File: config.mk
export PLATFORM = sky130hd
export DESIGN_NAME = alu_cmd_driver
export DESIGN_NICKNAME = d
export VERILOG_FILES = /design/src/rtl/alu_cmd_driver.sv
export SDC_FILE = /design/constraint.sdc
export NUM_CORES = 1
export LEC_CHECK = 0
export CORE_MARGIN = 3
export CORE_UTILIZATION = 42
export CTS_CLUSTER_DIAMETER = 200
export CTS_CLUSTER_SIZE = 28
export DETAILED_ROUTE_END_ITERATION = 10
export PLACE_DENSITY = 0.82
export SLEW_MARGIN = 20
export SYNTH_ARGS = -nofsm -noshare
export SYNTH_HDL_FRONTEND = slang
export SYNTH_SLANG_ARGS = --single-unit
File: constraint.sdc
create_clock -name clk -period 2.4 [get_ports clk]
set_input_delay 0.36 -clock clk [delete_from_list [all_inputs] [get_ports clk]]
set_output_delay 0.36 -clock clk [all_outputs]
set_load 0.1 [all_outputs]
File: src/rtl/alu_cmd_driver.sv
// Command/response sequencer for an external combinational 16-bit ALU: issues operands,
// holds them SETTLE cycles, captures the result. Optional accumulator: define ALU_DRV_ACC_EN.
module alu_cmd_driver #(
    parameter int unsigned SETTLE = 1
) (
    input  logic        clk,
    input  logic        rst,
    input  logic        cmd_valid,
    output logic        cmd_ready,
    input  logic [2:0]  cmd_opc,
    input  logic [15:0] cmd_m,
    input  logic [15:0] cmd_n,
    input  logic        cmd_c,
    input  logic        cmd_use_acc,
    output logic [2:0]  alu_opc,
    output logic [15:0] alu_m,
    output logic [15:0] alu_n,
    output logic        alu_c,
    input  logic [15:0] alu_f,
    input  logic        alu_neg,
    input  logic        alu_zer,
    output logic        rsp_valid,
    input  logic        rsp_ready,
    output logic [15:0] rsp_data,
    output logic        rsp_neg,
    output logic        rsp_zer,
    output logic        busy,
    output logic [7:0]  op_cnt
);

    if (SETTLE < 1 || SETTLE > 15) begin : g_bad_settle
        $error("alu_cmd_driver: SETTLE must be 1..15");
    end

    typedef enum logic [1:0] {IDLE, EXEC, RESP} state_t;

    localparam logic [3:0] SETTLE_LD = 4'(SETTLE - 1);

    state_t      state;
    logic [3:0]  cnt;
    logic [15:0] m_sel;

`ifdef ALU_DRV_ACC_EN
    logic [15:0] acc;
    assign m_sel = cmd_use_acc ? acc : cmd_m;
`else
    logic unused_use_acc;
    assign unused_use_acc = cmd_use_acc;
    assign m_sel = cmd_m;
`endif

    // Handshake/status outputs are registered next to the state so they never glitch.
    always_ff @(posedge clk or posedge rst) begin
        if (rst) begin
            state     <= IDLE;
            cnt       <= '0;
            cmd_ready <= 1'b1;
            rsp_valid <= 1'b0;
            busy      <= 1'b0;
            alu_opc   <= '0;
            alu_m     <= '0;
            alu_n     <= '0;
            alu_c     <= 1'b0;
            rsp_data  <= '0;
            rsp_neg   <= 1'b0;
            rsp_zer   <= 1'b0;
            op_cnt    <= '0;
`ifdef ALU_DRV_ACC_EN
            acc       <= '0;
`endif
        end else begin
            case (state)
                IDLE: begin
                    if (cmd_valid) begin
                        alu_opc   <= cmd_opc;
                        alu_m     <= m_sel;
                        alu_n     <= cmd_n;
                        alu_c     <= cmd_c;
                        cnt       <= SETTLE_LD;
                        state     <= EXEC;
                        cmd_ready <= 1'b0;
                        busy      <= 1'b1;
                    end
                end
                EXEC: begin
                    if (cnt == 4'd0) begin
                        rsp_data  <= alu_f;
                        rsp_neg   <= alu_neg;
                        rsp_zer   <= alu_zer;
`ifdef ALU_DRV_ACC_EN
                        acc       <= alu_f;
`endif
                        state     <= RESP;
                        rsp_valid <= 1'b1;
                    end else begin
                        cnt <= cnt - 4'd1;
                    end
                end
                RESP: begin
                    if (rsp_ready) begin
                        op_cnt    <= op_cnt + 8'd1;
                        state     <= IDLE;
                        rsp_valid <= 1'b0;
                        busy      <= 1'b0;
                        cmd_ready <= 1'b1;
                    end
                end
                default: begin
                    state     <= IDLE;
                    rsp_valid <= 1'b0;
                    busy      <= 1'b0;
                    cmd_ready <= 1'b1;
                end
            endcase
        end
    end

endmodule
# Yosys cells after proc, flatten, opt, wreduce, memory -nomap -nowiden
# Cells that the tools add are included.
[word_totals]
ff_bits = 71
latch_bits = 0
ram_bits = 0
mem_bits_ro = 0
inputBits = 59
out_inout_bits = 65
elab_cells = 48
n_memories = 0
[classes]
addsub = 2
n_mul = 0
div_mod_pow = 0
order_cmp = 0
eq_ne = 6
shift = 0
mux = 15
n_bitwise = 2
reduce_logical = 10
[ops]
columns = ["op", "count"]
rows = [
  ["3-bit AND reduction", 4],
  ["1-bit case mux with 3 select lines", 3],
  ["8-bit by 1-bit adder with 8-bit output, second input constant", 1],
  ["4-bit 2-to-1 mux", 2],
  ["2-bit inequality test, second input constant", 4],
  ["4-bit case mux with 2 select lines", 1],
  ["2-bit 2-to-1 mux", 3],
  ["2-bit case mux with 3 select lines", 1],
  ["2-bit AND reduction", 3],
  ["1-bit 2-to-1 mux", 5],
  ["4-bit logical NOT", 1],
  ["4-bit by 1-bit subtractor with 4-bit output, second input constant", 1],
  ["2-bit by 1-bit equality test with 1-bit output, second input constant", 1],
  ["2-bit equality test, second input constant", 1],
  ["2-bit logical NOT", 1],
  ["1-bit inverter", 2],
  ["2-bit nonzero test", 1],
]

# Depth between registers and ports, before layout
[depth]
ltp_word = 3
depth_mapped = 6
depth_no_buf = 5

# Worst setup path after synthesis
# Ideal clock, no wire load.
[synth_path]
path_kind = "register -> register"
start = "register op_cnt[2]"
end = "register op_cnt[5]"
setup_time_ns = 0.163
t_arrival_ns = 1.600
t_required_ns = 2.237
slack_ns = 0.638
path_stages_with_launch = 4
path_buffers = 0
period_less_slack_ns = 1.762
path_cell_list = "dfrtp_1 > nand4b_1 > nor3_1 > xor2_1"
[synth_between]
elab_chain_cells = 1
[synth_rtl]
columns = ["item", "line", "text"]
rows = [
  ["from (decl)", "28", "output logic [7:0] op_cnt"],
  ["from (signal assigned)", "101", "op_cnt <= op_cnt + 8'd1;"],
  ["8-bit by 1-bit adder with 8-bit output", "101", ""],
]
# Every way passes these cells.
# A chain may end at the register's enable or synchronous reset.

# Worst setup path in the final report
[layout_path]
start = "register cnt[0]"
end = "register rsp_data[13]"
[layout_between]
elab_chain_cells = 2
[layout_rtl]
columns = ["item", "line", "text"]
rows = [
  ["from (decl)", "40", "logic [3:0] cnt;"],
  ["from (signal assigned)", "96", "cnt <= cnt - 4'd1;"],
  ["4-bit logical NOT", "86", "if (cnt == 4'd0) begin"],
  ["2-bit AND reduction (no line)", "n/a", ""],
  ["to (signal assigned)", "87", "rsp_data <= alu_f;"],
  ["to (decl)", "24", "output logic [15:0] rsp_data,"],
]
# Every way passes these cells.

==> flow_summary.json <==
{
  "synth_warnings": 0,
  "synth_cell_types": 33,
  "start_kind": "register",
  "r2r_slack_ps": 670,
  "rows": 29,
  "syn-mean-instance-area_um2": 15.2,
  "dieArea_um2": 7770,
  "post_drt_wl_per_cell_um": 14.8,
  "clock_latency_ps": 330,
  "holdBufCountCts": 0,
  "die_w_um": 88.1,
  "cts_resized": 0,
  "grt_max_degree": 40,
  "ant_nets": 0,
  "globalRouteOverflowTotal": 0,
  "r2r_start": "cnt[0]",
  "cts_buffer_depth": 2,
  "yosysSeqAreaShare_pct": 62.7,
  "fp.dieH_um": 88.1,
  "grt_first_pass_wirelength_um": 9230,
  "async_flop_share_pct": 100,
  "crit_required_ps": 2620,
  "drt_iter0_drc": 33,
  "cts_tree": "built",
  "arrival_ps": 1940,
  "ios": 124,
  "grt_usage_pct": 15.7,
  "layout-drive-gt1-share_pct": 44.9,
  "port_buffers": 122,
  "vias": 1943,
  "synth_ff_type": "dfrtp_1",
  "start_util_pct": 43.9,
  "routed_wl_um": 5900,
  "layout.nets": 377,
  "worst-setup-path-type": "reg2reg",
  "max_freq_ghz": 0.579,
  "layout_common_cells": "dfrtp_1 (70), buf_4 (67), clkdlybuf4s50_1 (57)",
  "rr_worst_depth": 5,
  "path_max_fanout": 18,
  "finalMaxSlewViolations": 0,
  "cap_violations": 0,
  "syn_area_um2": 2830,
  "routabilityCongestion": 0.750,
  "dr.pass1.iters": 4,
  "fin_skew_ps": 13.9,
  "syn-num-nets": 247,
  "synth-seq-cells": 71,
  "path_clk_slew_ps": 80,
  "layout_commonest_cell": "dfrtp_1",
  "tightest_slew_ps": 620,
  "coreArea_um2": 6460,
  "htree_num_levels": 3,
  "rsz0062_at_grt": "no",
  "clock-sinks": 71,
  "antenna_cells": 0,
  "drt-vias-per-instance": 4.88,
  "synth_cells": 186,
  "end_kind": "register",
  "slew_headroom_pct": 58.7,
  "setup_viol": 0,
  "synth_edf_count": 0,
  "hpwlAfterDp_um": 4400,
  "grt_pass1_vias": 1906,
  "post-route-period-util_pct": 72.0,
  "cts_made_buffers": 9,
  "hold_path_class": "in2async",
  "drcViolationCount": 0,
  "cts_root_buf": "clkbuf_8",
  "fin_crit_ps": 1730,
  "syn2layout_area_growth_pct": 47.4,
  "finalHoldViolCount": 0,
  "r2r_end": "rsp_data[13]",
  "post_cts_buffers": 0,
  "outcome": "finished clean",
  "antenna_found_initial": 0,
  "setup_tns_ps": 0
}
==> sequential cells by signal, indices dropped and copies added (netlist names) <==
signal,cells
cnt,4
busy,1
alu_m,16
rsp_data,16
rsp_zer,1
alu_opc,3
rsp_neg,1
rsp_valid,1
cmd_ready,1
alu_c,1
alu_n,16
op_cnt,8
state,2
==> cells by family after synthesis <==
logic type,count (synthesis),share of synthesized area [%]
multiplexers,56,23.1
flip-flops,71,62.7
AO/OA/AOI/OAI,15,3.66
XOR/XNOR,7,2.16
AND/OR/NAND/NOR,23,5.12
buffers and inverters,12,2.30
adder cells (fa/ha/maj),2,0.883
==> how the worst max path moves through the flow <==
stage                         start            to  slack [ps]  cells past startpoint
after detailed placement  cmd_valid      alu_n[9]         400                      3
after global placement    cmd_valid      alu_n[1]         410                      3
final                        cnt[0]  rsp_data[13]         670                      5
after CTS                    cnt[0]  rsp_data[13]         640                      5
after global routing         cnt[0]  rsp_data[13]         560                      5
after floorplan                 rst         alu_c         250                      1
==> cells in the mapped netlist (2+ instances only) <==
library cell | instances | area share [%]
buf_6 | 2 | 0.79
buf_2 | 4 | 0.71
o21ai_0 | 4 | 0.71
inv_1 | 6 | 0.79
dfrtp_1 | 70 | 62
nand2b_1 | 3 | 0.66
ha_1 | 2 | 0.88
nand2_1 | 3 | 0.40
nor2_1 | 4 | 0.53
mux2_2 | 48 | 19
o31ai_1 | 3 | 0.79
mux2_4 | 7 | 3.7
o211ai_1 | 2 | 0.53
nor3_1 | 2 | 0.35
xor2_1 | 5 | 1.5
nand4_1 | 3 | 0.66
xnor2_1 | 2 | 0.62
==> metal layers <==
metal | GRT usage, % | part of all wire [%] | vias to the layer above
met5 | 0 | 0 | -
met4 | 7.42 | 0.78 | 0
met3 | 3.86 | 6.1 | 6
met2 | 26.0 | 53 | 67
met1 | 19.5 | 41 | 958
li1 | - | - | 912
==> per-stage QoR <==
step                area (um2)  cells  utilization [%]  worst slack (ps)  hold slack (ps)
finish                    4180    398             64.7               672              375
global route              4180    398             64.7               557              428
CTS                       4180    398             64.7               643              374
detailed placement        3980    382             61.6               401              462
global placement          3980    382             61.6               415              459
floorplan                 2830    186                -               245              466
==> critical path, stage by stage, from the launching register on <==
cell and delay, ps:
dfrtp_1 410, inv_1 70, ha_1 160, nor3b_4 290, nand2_2 320, mux2_2 370
==> area by class of cell <==
| type | instances | area, um2 |
|---|---|---|
| fillers | 519 | 2280 |
| repair buffers | 125 | 1090 |
| inverters | 6 | 22.5 |
| multi-input cells | 103 | 991 |
| well taps | 77 | 96.3 |
| clock inverters | 7 | 71.3 |
| clock buffers | 9 | 124 |
| flip-flops and latches | 71 | 1780 |
Power is left out: the tool's default activity adds up to more than one toggle a clock period on the data nets, which glitch-free logic cannot reach.
